<file path="config.mk">
export PLATFORM = sky130hd
export DESIGN_NAME = zigzag_serializer64x8bit
export DESIGN_NICKNAME = d
export VERILOG_FILES = /design/src/rtl/zigzag_serializer64x8bit.sv
export SDC_FILE = /design/constraint.sdc
export NUM_CORES = 2
export LEC_CHECK = 0
export CORE_AREA = 2 2 220 438
export DETAILED_ROUTE_END_ITERATION = 12
export DIE_AREA = 0 0 222 440
export DONT_BUFFER_PORTS = 1
export GPL_TIMING_DRIVEN = 0
export PLACE_DENSITY = 0.71
export SLEW_MARGIN = 10
export SYNTH_ARGS = -nofsm -noshare
export SYNTH_HDL_FRONTEND = slang
export SYNTH_SLANG_ARGS = --single-unit
</file>
<file path="constraint.sdc">
create_clock -name clock -period 138.6 [get_ports clock]
set_clock_uncertainty 0.05 [all_clocks]
set_input_delay 27.72 -clock clock [delete_from_list [all_inputs] [get_ports clock]]
set_output_delay 27.72 -clock clock [all_outputs]
set_load 0.01 [all_outputs]
</file>
<file path="src/rtl/zigzag_serializer64x8bit.sv">
// Zigzag coefficient serializer: captures a 64-coefficient block and streams it out
// one coefficient per transfer, with a one-block pending buffer for gapless back-to-back.
//
// state  | meaning
// IDLE   | no block active, coef_valid low, waiting for a load
// STREAM | presenting active[index], advancing on each valid/ready transfer
module zigzag_serializer64x8bit #(
    parameter int DATA_WIDTH = 8,
    parameter int DEPTH      = 64
) (
    input  logic                          clock,
    input  logic                          reset_n,
    input  logic                          load_enable,
    input  logic [DATA_WIDTH*DEPTH-1:0]   zigzag_pix_in,
    output logic                          load_ready,
    output logic [DATA_WIDTH-1:0]         coef_out,
    output logic                          coef_valid,
    input  logic                          coef_ready,
    output logic [$clog2(DEPTH)-1:0]      coef_index,
    output logic                          coef_last,
    output logic                          busy,
    output logic                          load_overflow
);

    localparam int TOTAL = DATA_WIDTH * DEPTH;
    localparam int IW    = $clog2(DEPTH);
    localparam logic [IW-1:0] LAST_IDX = IW'(DEPTH - 1);

    typedef enum logic {
        IDLE   = 1'b0,
        STREAM = 1'b1
    } state_t;

    state_t            state_q, state_d;
    logic [IW-1:0]     index_q, index_d;
    logic [TOTAL-1:0]  active_q, active_d;
    logic [TOTAL-1:0]  pending_q, pending_d;
    logic              pending_full_q, pending_full_d;
    logic              overflow_q, overflow_d;
    logic              load_ok;
    logic              stream;
    logic [DATA_WIDTH-1:0] coef_sel;

    always_ff @(posedge clock or negedge reset_n) begin
        if (!reset_n) begin
            state_q        <= IDLE;
            index_q        <= '0;
            pending_full_q <= 1'b0;
            overflow_q     <= 1'b0;
        end else begin
            state_q        <= state_d;
            index_q        <= index_d;
            pending_full_q <= pending_full_d;
            overflow_q     <= overflow_d;
        end
    end

    // Data buffers carry no reset; the output gating below hides stale contents.
    always_ff @(posedge clock) begin
        active_q  <= active_d;
        pending_q <= pending_d;
    end

    always_comb begin
        state_d        = state_q;
        index_d        = index_q;
        active_d       = active_q;
        pending_d      = pending_q;
        pending_full_d = pending_full_q;
        overflow_d     = overflow_q;
        load_ok        = load_enable && !pending_full_q;

        if (load_enable && pending_full_q) begin
            overflow_d = 1'b1;
        end

        case (state_q)
            IDLE: begin
                if (load_ok) begin
                    active_d = zigzag_pix_in;
                    index_d  = '0;
                    state_d  = STREAM;
                end
            end
            STREAM: begin
                if (coef_ready && (index_q == LAST_IDX)) begin
                    index_d = '0;
                    if (pending_full_q) begin
                        active_d       = pending_q;
                        pending_full_d = 1'b0;
                    end else if (load_ok) begin
                        active_d = zigzag_pix_in;
                    end else begin
                        state_d = IDLE;
                    end
                end else begin
                    if (coef_ready) begin
                        index_d = index_q + IW'(1);
                    end
                    if (load_ok) begin
                        pending_d      = zigzag_pix_in;
                        pending_full_d = 1'b1;
                    end
                end
            end
            default: begin
                state_d = IDLE;
            end
        endcase
    end

    // Element k sits at the top of the bus for k=0 (DC first).
    always_comb begin
        coef_sel = '0;
        for (int k = 0; k < DEPTH; k++) begin
            if (index_q == IW'(k)) begin
                coef_sel = active_q[TOTAL-1-DATA_WIDTH*k -: DATA_WIDTH];
            end
        end
    end

    assign stream        = (state_q == STREAM);
    assign coef_valid    = stream;
    assign coef_out      = stream ? coef_sel : '0;
    assign coef_index    = index_q;
    assign coef_last     = stream && (index_q == LAST_IDX);
    assign busy          = stream || pending_full_q;
    assign load_ready    = !pending_full_q;
    assign load_overflow = overflow_q;

endmodule

</file>
==> impl_metrics.toml <==
[grt]
grt-ovfl-total = 0
grt_max_degree = 69
antenna_found_initial = 3
track_usage_pct = 40.1
grt_pass1_wl_mm = 271
grt_pass1_vias = 35300

[sta]
min_period_ps = 34540
final_hold_viol_count = 0
maxSlewViolCount = 0
fin_tns_setup_ps = 0
setup_ws_ps = 104060
tightest_slew_ps = 1470
holdWs_ps = 485
rsz0062_at_grt = "false"
setup_violations = 0
finalCritPeriodShare_pct = 24.9
max_freq_mhz = 29.0
maxSlewHeadroom_pct = 1.59

[route]
wl_per_cell_um = 37.2
via_count = 36200
wirelength_mm = 198
viasPerCell = 6.79
drt_iter0_drc = 5014
drcViolationCount = 0
dr.pass1.iters = 5
ant_nets = 0

[finish]
synthToLayoutAreaGrowth_pct = 11.4
design.final.nets = 4552
drive_above_1_share_pct = 6.48

[synthesis]
synth_edf_count = 1024
synth.distinct_cells = 94
ys_seq_area_share_pct = 67.7
synth_seq_cells = 1033
yosysWarnings = 0
netlist_area_sq_um = 45800
synthesis.nets = 4430
synthFlopType = "edfxtp_1"
async_reset_ff_share_pct = 0.871
syn_inst = 3910
synth_common_cells = "nor2_1 (1041), edfxtp_1 (1024), o22ai_1 (498), nand2_1 (241), clkbuf_1 (199)"
synth_top_area_share_pct = 67.2
synth_top_cell_by_area = "edfxtp_1"
synth_most_common_cell = "nor2_1"
synth_area_per_cell_sq_um = 11.7
synth.area.top_cells = "edfxtp_1 (67%), nor2_1 (8.5%), o22ai_1 (6.8%), nand2_1 (2.0%), clkbuf_1 (1.6%)"

[setup_path]
path_max_fanout = 10
cp_cell_sequence = "inv_1 -> ha_1 -> buf_2 -> buf_1 -> buf_1 -> nand2_1 -> o221ai_1 -> a21oi_1 -> a211oi_1 -> o211ai_1 -> o2111ai_1 -> nand2_1"
crit_path_top_delay_cell = "a211oi_1"
required_ps = 110830
cp_top_family = "compound AO/OA/AOI/OAI gates"
cp-start-kind = "register"
critical_path_class = "reg2out"
timing.critical_path.buf_inv = 4
arrival_ps = 6770
cpPeakStageDelay_ps = 800
crit_path_end_kind = "output pin"

[clock_network]
clkTransAtPathRegs_ps = 80
htreeDepth = 3
postCtsSetupBuffers = 0
cts_root_buf = "clkbuf_16"
cts.path.max_buffers = 3
cts_tree = "yes"
clk_latency_ps = 760
cts-buffers-inserted = 89
postCtsHoldBufs = 0
cts.sinks = 1033
cts_resized = 0

[floorplanning]
chipHeight_um = 440
start_util_pct = 48.3
die-area_sq_um = 97700
placementRows = 160
die_x_um = 222
pin_count = 535
coreArea_sq_um = 94700

[pwr]
p_leak_nw = 16.5
p_per_area_nw_per_um2 = 15.1
ir_worst_vdd_v = 0.0000146
total_power_uw = 768

[placed_design]
place.gp.congestion = 1.07
pre_cts_ws_ps = 105260
port_buffers = 0
dp_hpwl_mm = 153

[outcome]
violations = "max-capacitance violations"
status = "finished, violations left"

[hold_path]
hold_class = "reg2reg"

[run]
cap_violations = 1
[per-layer routing]
| layer | vias to the layer above | routed length [um] | global-route usage [%] |
|---|---|---|---|
| met2 | 2691 | 89400 | 63.0 |
| met1 | 17600 | 67000 | 45.9 |
| met5 | - | 0 | 0 |
| met4 | 0 | 19500 | 32.9 |
| li1 | 15300 | - | - |
| met3 | 599 | 22100 | 11.4 |
[area by class of cell]
| type | count | area, sq um |
|---|---|---|
| fill | 7969 | 43700 |
| sequential | 1033 | 31000 |
| multi-input combinational | 2602 | 13700 |
| clock buffer | 109 | 2430 |
| tap | 1215 | 1520 |
| buffer | 258 | 1080 |
| timing repair buffer | 31 | 616 |
| clock inverter | 54 | 577 |
| inverter | 17 | 63.8 |
| antenna | 6 | 15.0 |
[final timing paths]
check | start | end | slack [ps] | cells past startpoint
worst max-delay path | coef_index[0] | coef_out[0] | 104060 | 12
worst min-delay path | load_overflow | load_overflow | 480 | 1
worst max register to register | coef_index[0] | pending_q[418] | 131450 | 16
worst min register to register | load_overflow | load_overflow | 480 | 1
max in group asynchronous | reset_n | coef_index[5] | 111820 | 0
min in group asynchronous | reset_n | pending_full_q | 26600 | 0
[placed cells by master (no fill, tap or decap), types with 24 or more instances in the layout]
cell type  instances
a211oi_1          28
a21oi_1           91
a221oi_1          28
a22oi_1           79
buf_2             32
clkbuf_1         213
clkbuf_16         95
edfxtp_1        1024
nand2_1          240
nand3_1           66
nor2_1          1039
nor3_1            56
nor4_1            24
o211ai_1          27
o21ai_0           88
o221ai_1          33
o22ai_1          498
[cells by family (layout without fill, tap and decap cells)]
group | after synthesis | count (layout) | synth area share, %
AOI/OAI and AO/OA | 1024 | 1024 | 15.1
xor gates and xnor gates | 2 | 2 | 0.0383
adders and majority gates | 4 | 4 | 0.109
buffers and inverters | 275 | 469 | 2.51
DFF | 1033 | 1033 | 67.7
muxes | 1 | 1 | 0.0246
other | 0 | 6 | 0
and+or+nand+nor | 1571 | 1571 | 14.5
[power breakdown]
part	total, mW	leakage [nW]	switching [mW]	internal [mW]
clock	0.266	1.45	0.123	0.143
sequential	0.345	9.30	0.00316	0.342
combinational	0.158	5.76	0.124	0.0338
total	0.768	16.5	0.250	0.519
[sequential cells by signal, indices dropped and copies added, names as in the netlist]
signal	cells
pending_full_q	1
active_q	512
coef_valid	1
pending_q	512
load_overflow	1
coef_index	6
[through the flow]
stage               instances  utilization [%]  instance area (sq um)
global placement         5125             49.9                  47300
global route             5319             53.8                  51000
finish                   5325             53.8                  51000
floorplan                3910                -                  45800
detailed placement       5152             50.6                  47900
CTS                      5315             53.8                  50900
Power figures use the tool's default switching activity.
